File: config.mk
export PLATFORM = sky130hd
export DESIGN_NAME = pc_gen_ras
export DESIGN_NICKNAME = d
export VERILOG_FILES = /design/src/rtl/pc_gen_ras_pkg.sv /design/src/rtl/pc_gen_ras_ras_stack.sv /design/src/rtl/pc_gen_ras.sv
export SDC_FILE = /design/constraint.sdc
export NUM_CORES = 1
export LEC_CHECK = 0
export BUFFER_PORTS_ARGS = -buffer_cell sky130_fd_sc_hd__buf_4
export CAP_MARGIN = 25
export CORE_MARGIN = 4
export CORE_UTILIZATION = 54
export DETAILED_ROUTE_END_ITERATION = 6
export GPL_ROUTABILITY_DRIVEN = 0
export PLACE_DENSITY = 0.88
export SLEW_MARGIN = 20
export SYNTH_ARGS = -nofsm -noshare
export SYNTH_HDL_FRONTEND = slang
export SYNTH_HIERARCHICAL = 1
export SYNTH_SLANG_ARGS = --single-unit
File: constraint.sdc
create_clock -name clk -period 5.9 [get_ports clk]
set_input_delay 0.885 -clock clk [delete_from_list [all_inputs] [get_ports clk]]
set_output_delay 0.885 -clock clk [all_outputs]
set_load 0.02 [all_outputs]
File: src/rtl/pc_gen_ras_pkg.sv
// Shared constants and redirect-priority encoding
// for the next-PC generator and its return-address stack.
package pc_gen_ras_pkg;

  localparam logic [31:0] RESET_PC_DEF = 32'h0000_3000;
  localparam logic [31:0] EXC_PC_DEF   = 32'h0000_4180;

  typedef logic [2:0] pc_sel_t;

  localparam pc_sel_t SEL_EXC  = 3'd0;
  localparam pc_sel_t SEL_ERET = 3'd1;
  localparam pc_sel_t SEL_HOLD = 3'd2;
  localparam pc_sel_t SEL_BR   = 3'd3;
  localparam pc_sel_t SEL_SEQ  = 3'd4;

  function automatic pc_sel_t pc_sel(
    input logic exc,
    input logic eret,
    input logic stall,
    input logic br
  );
    if (exc)        return SEL_EXC;
    else if (eret)  return SEL_ERET;
    else if (stall) return SEL_HOLD;
    else if (br)    return SEL_BR;
    else            return SEL_SEQ;
  endfunction

endpackage

File: src/rtl/pc_gen_ras_ras_stack.sv
// Circular return-address stack with saturating
// count, sticky overflow and underflow pulse.
module ras_stack
  import pc_gen_ras_pkg::*;
#(
  parameter int WIDTH = 32,
  parameter int DEPTH = 4
) (
  input  logic             clk,
  input  logic             rst_n,
  input  logic             en_i,
  input  logic             clr_i,
  input  logic             push_i,
  input  logic             pop_i,
  input  logic [WIDTH-1:0] addr_i,
  output logic [WIDTH-1:0] top_o,
  output logic             valid_o,
  output logic             ovf_o,
  output logic             unf_o
);

  localparam int PW = $clog2(DEPTH);
  localparam int CW = PW + 1;

  logic [WIDTH-1:0] mem_q [DEPTH];
  logic [PW-1:0]    ptr_q, ptr_d, wptr;
  logic [CW-1:0]    cnt_q, cnt_d;
  logic             ovf_q, ovf_d;
  logic             unf_q, unf_d;
  logic             we;
  logic             full, empty;
  logic             do_push, do_pop;

  assign full    = (cnt_q == CW'(DEPTH));
  assign empty   = (cnt_q == '0);
  assign do_push = en_i & push_i;
  assign do_pop  = en_i & pop_i;

  always_comb begin
    ptr_d = ptr_q;
    cnt_d = cnt_q;
    ovf_d = ovf_q;
    unf_d = 1'b0;
    we    = 1'b0;
    wptr  = ptr_q;
    if (clr_i) begin
      cnt_d = '0;
    end else if (do_push && (!do_pop || empty)) begin
      ptr_d = ptr_q + PW'(1);
      wptr  = ptr_q + PW'(1);
      we    = 1'b1;
      if (full) ovf_d = 1'b1;
      else      cnt_d = cnt_q + CW'(1);
    end else if (do_push && do_pop) begin
      // call and return together: replace top in place
      we = 1'b1;
    end else if (do_pop) begin
      if (empty) begin
        unf_d = 1'b1;
      end else begin
        ptr_d = ptr_q - PW'(1);
        cnt_d = cnt_q - CW'(1);
      end
    end
  end

  always_ff @(posedge clk or negedge rst_n) begin
    if (!rst_n) begin
      ptr_q <= '0;
      cnt_q <= '0;
      ovf_q <= 1'b0;
      unf_q <= 1'b0;
    end else begin
      ptr_q <= ptr_d;
      cnt_q <= cnt_d;
      ovf_q <= ovf_d;
      unf_q <= unf_d;
    end
  end

  always_ff @(posedge clk) begin
    if (we) mem_q[wptr] <= addr_i;
  end

  assign top_o   = empty ? '0 : mem_q[ptr_q];
  assign valid_o = ~empty;
  assign ovf_o   = ovf_q;
  assign unf_o   = unf_q;

endmodule

File: src/rtl/pc_gen_ras.sv
// Registered next-PC generator with redirect
// priority mux and return-address prediction.
module pc_gen_ras
  import pc_gen_ras_pkg::*;
#(
  parameter int               WIDTH     = 32,
  parameter logic [WIDTH-1:0] RESET_PC  = WIDTH'(RESET_PC_DEF),
  parameter logic [WIDTH-1:0] EXC_PC    = WIDTH'(EXC_PC_DEF),
  parameter int               RAS_DEPTH = 4
) (
  input  logic             clk,
  input  logic             reset_n,
  input  logic             stall,
  input  logic             redirect_valid,
  input  logic [WIDTH-1:0] redirect_pc,
  input  logic             exc_valid,
  input  logic             eret_valid,
  input  logic [WIDTH-1:0] epc,
  input  logic             call_push,
  input  logic [WIDTH-1:0] push_addr,
  input  logic             ret_pop,
  output logic [WIDTH-1:0] pc,
  output logic [WIDTH-1:0] ras_top,
  output logic             ras_valid,
  output logic             ras_overflow,
  output logic             ras_underflow,
  output logic             misalign
);

  logic [WIDTH-1:0] pc_q, pc_d, tgt;
  logic             mis_q, mis_d;
  logic             ld;
  pc_sel_t          sel;

  assign sel = pc_sel(exc_valid, eret_valid,
                      stall, redirect_valid);

  always_comb begin
    tgt  = '0;
    ld   = 1'b0;
    pc_d = pc_q;
    unique case (sel)
      SEL_EXC:  begin tgt = EXC_PC;      ld = 1'b1; end
      SEL_ERET: begin tgt = epc;         ld = 1'b1; end
      SEL_BR:   begin tgt = redirect_pc; ld = 1'b1; end
      SEL_SEQ:  pc_d = pc_q + WIDTH'(4);
      default:  pc_d = pc_q;
    endcase
    if (ld) pc_d = {tgt[WIDTH-1:2], 2'b00};
    mis_d = ld & (|tgt[1:0]);
  end

  always_ff @(posedge clk or negedge reset_n) begin
    if (!reset_n) begin
      pc_q  <= RESET_PC;
      mis_q <= 1'b0;
    end else begin
      pc_q  <= pc_d;
      mis_q <= mis_d;
    end
  end

  assign pc       = pc_q;
  assign misalign = mis_q;

  ras_stack #(
    .WIDTH (WIDTH),
    .DEPTH (RAS_DEPTH)
  ) u_ras (
    .clk     (clk),
    .rst_n   (reset_n),
    .en_i    (~stall & ~exc_valid),
    .clr_i   (exc_valid),
    .push_i  (call_push),
    .pop_i   (ret_pop),
    .addr_i  (push_addr),
    .top_o   (ras_top),
    .valid_o (ras_valid),
    .ovf_o   (ras_overflow),
    .unf_o   (ras_underflow)
  );

endmodule

==> reports/summary.txt <==
Synth area leader = edfxtp_1
Count of state elements after synthesis = 166
Status = complete, no violations
Crit path required time = 5020 ps
Max-Cap Viols = 0
Max Fclk = 294.0 MHz
Number of global-route vias before repair = 5527
Setup violators final = 0
H-tree depth = 4
Setup TNS = 0 ps
Critical-path cell list = buf_4 > mux4_2 > and2_1 > buf_4
Mapped Cells = 519
CTS root buf = clkbuf_16
CP max stage cell = dfrtp_2
Min cycle time layout = 3401 ps
CTS tree = yes
RSZ-0062 raised after global routing = false
VDD IR-drop max = 0.0003164 V
ANT nets after route = 0
Remaining global-route overflow = 0
Area Overhead vs Synth = 27.19%
DRT iter0 DRCs = 650
Final hold violations = 0
Clock transition at path regs = 70 ps
Initial core utilization = 54.97%
Worst slew pin tran = 873.9 ps
Worst Skew = 14.16 ps
CP max stage delay = 730 ps
Routed wire per std cell = 21.99 um
Syn Area/Cell = 14.65 um^2
Overall Power = 3342 uW
Net Sw Power = 941.7 uW
Num rows = 43
CP max FO = 19
Largest delay contributor family on the critical path = flip-flops
Int Power = 2400 uW
Initial antenna violation count = 0
Post-Syn Area = 7601 um^2
Combinational power share = 22.6%
TritonCTS Buffers = 17
Clk pwr share = 34.3%
Synth Warn # = 6
Hold_buf cts = 0
Hpwl dp = 12.72 mm
Final Net Count = 790
Startpoint Class = flip-flop
Gr usage total = 24.47%
Pin count of the biggest net entering global routing = 39
Crit path top cell by count = buf_4
Die Span Y = 126.6 um
Clock Path Buffers = 2
Share of the synthesized area in the top cell type = 50.57%
Die ar. = 16040 um^2
Vias post-DR = 5486
N_diodes = 0
Max Slew Vio Count = 0
DR WL met2 = 9.875 mm
Worst-skew pair later-pin latency = 430 ps
# IOs = 172
Post_cts resized = 0
Post-synth top flop = edfxtp_1
Setup slack, reg-to-reg = 2850 ps
M1 WL = 7.245 mm
Clock sink count = 166
Drt pass-1 iters = 5
Worst Path Buf+Inv = 2
Ranking of synthesized cells by area = edfxtp_1, dfrtp_1, mux4_2
Worst slew margin = 41.74%
Cell variety after synth = 60
Core ar. = 13830 um^2
Layout cell share with drive strength beyond 1 = 38.51%
Highest metal layer with signal wires = met4
Number of synthesized flops with an enable pin = 128
DR DRC count = 0
Post-CTS setup buffer count = 0
Setup crit end kind = output pin
FFs w/ async S/R, synth = 22.89%
IO Port Bufs = 169
Drt via density = 6.263
Worst hold-check path type = primary input to async pin
Static leakage = 0.003734 uW
Crit path DAT = 2520 ps
PD cells = 345.7 nW/um^2
Top-count cell post-synth = edfxtp_1
Sw frac = 28.18%
Fin crit share = 57.65%
Sequential fraction of the synthesis area = 63.11%
Routed wire length = 19.26 mm
Top post-synthesis cells by count = edfxtp_1, dfrtp_1, and2_1
Sequential power share = 43.1%
Global-route wire length before repair = 30.37 mm
WL met3 = 1.686 mm
DIE WIDTH = 126.6 um
Worst Setup Path Type = flip-flop to output pin
==> cell families (layout without fill, tap and decap cells) <==
| logic type | count (synthesis) | after routing | synth area share, % |
|---|---|---|---|
| DFF | 166 | 166 | 63.11 |
| and+or+nand+nor | 134 | 134 | 10.12 |
| other | 1 | 2 | 0.04934 |
| muxes | 35 | 35 | 9.893 |
| AOI/OAI and AO/OA | 128 | 128 | 12.59 |
| adders and majority gates | 3 | 3 | 0.4939 |
| buffers and inverters | 46 | 222 | 3.045 |
| xor gates and xnor gates | 6 | 6 | 0.6914 |
==> final timing paths <==
check                                                start                      endpoint  cells past startpoint
worst max-delay path            u_ras/ptr_q[0]$_DFFE_PN0P_                   ras_top[12]                      4
worst min-delay path                               reset_n            pc[11]$_DFFE_PN0P_                      1
worst max register to register  u_ras/cnt_q[1]$_DFFE_PN0P_  u_ras/mem_q[3][10]$_DFFE_PP_                      7
worst min register to register     u_ras/ovf_o$_DFFE_PN0P_       u_ras/ovf_o$_DFFE_PN0P_                      1
max in group asynchronous                          reset_n    u_ras/ptr_q[0]$_DFFE_PN0P_                      1
min in group clk                   u_ras/ovf_o$_DFFE_PN0P_       u_ras/ovf_o$_DFFE_PN0P_                      1
==> metal layers <==
| metal | GRT usage [%] | up-vias |
|---|---|---|
| met4 | 8.644 | 0 |
| li1 | - | 2412 |
| met2 | 40.41 | 329 |
| met1 | 31.91 | 2706 |
| met5 | 0 | - |
| met3 | 6.021 | 39 |
==> sequential cells by signal, summed over array words and instances, names as in the netlist <==
register	count
misalign	1
pc	30
u_ras/cnt_q	3
u_ras/mem_q	128
u_ras/ovf_o	1
u_ras/ptr_q	2
u_ras/unf_o	1
==> per-stage QoR <==
stage | instance area, um^2 | setup WS [ps] | hold WS (ps) | instances | utilization [%]
after floorplan | 7605 | 106.6 | 559.8 | 520 | -
after global placement | 8979 | 2113 | 466.9 | 840 | 64.94
after detailed placement | 8979 | 1964 | 470.5 | 840 | 64.94
after CTS | 9594 | 2388 | 431.0 | 872 | 69.39
after global routing | 9668 | 2263 | 463.0 | 876 | 69.92
final | 9668 | 2499 | 436.3 | 876 | 69.92
==> power groups by stage <==
stage | clock network [uW] | logic [uW] | registers, uW
after floorplan | 0 | 528 | 1400
after global placement | 0 | 725 | 1460
after detailed placement | 0 | 745 | 1470
after CTS | 1160 | 756 | 1440
after global routing | 1230 | 806 | 1460
final | 1150 | 755 | 1440
==> layout make-up <==
type,instances,area (um^2)
Sequential cell,166,4800
Fill cell,870,4159
Multi-Input combinational cell,308,2606
Timing Repair Buffer,177,1373
Clock buffer,17,425.4
Tap cell,180,225.2
Clock inverter,15,190.2
Inverter,13,48.80
==> layout by cell type (no fill, tap or decap), types with 4 or more instances in the layout <==
cell type	count
a211oi_1	7
a21oi_1	23
a221o_1	5
a221oi_1	19
a311o_1	5
a31o_2	5
a31oi_1	9
and2_1	35
and3_1	12
and4_1	6
buf_4	173
clkbuf_16	17
dfrtp_1	34
edfxtp_1	128
inv_1	13
inv_6	4
mux4_2	32
nand2_1	19
nand3_1	9
nor2_1	26
nor3_1	4
o21ai_0	22
o221a_2	5
o22a_1	4
o22ai_1	4
xnor2_1	5
Note: power is estimated with default switching activity, not from simulation.
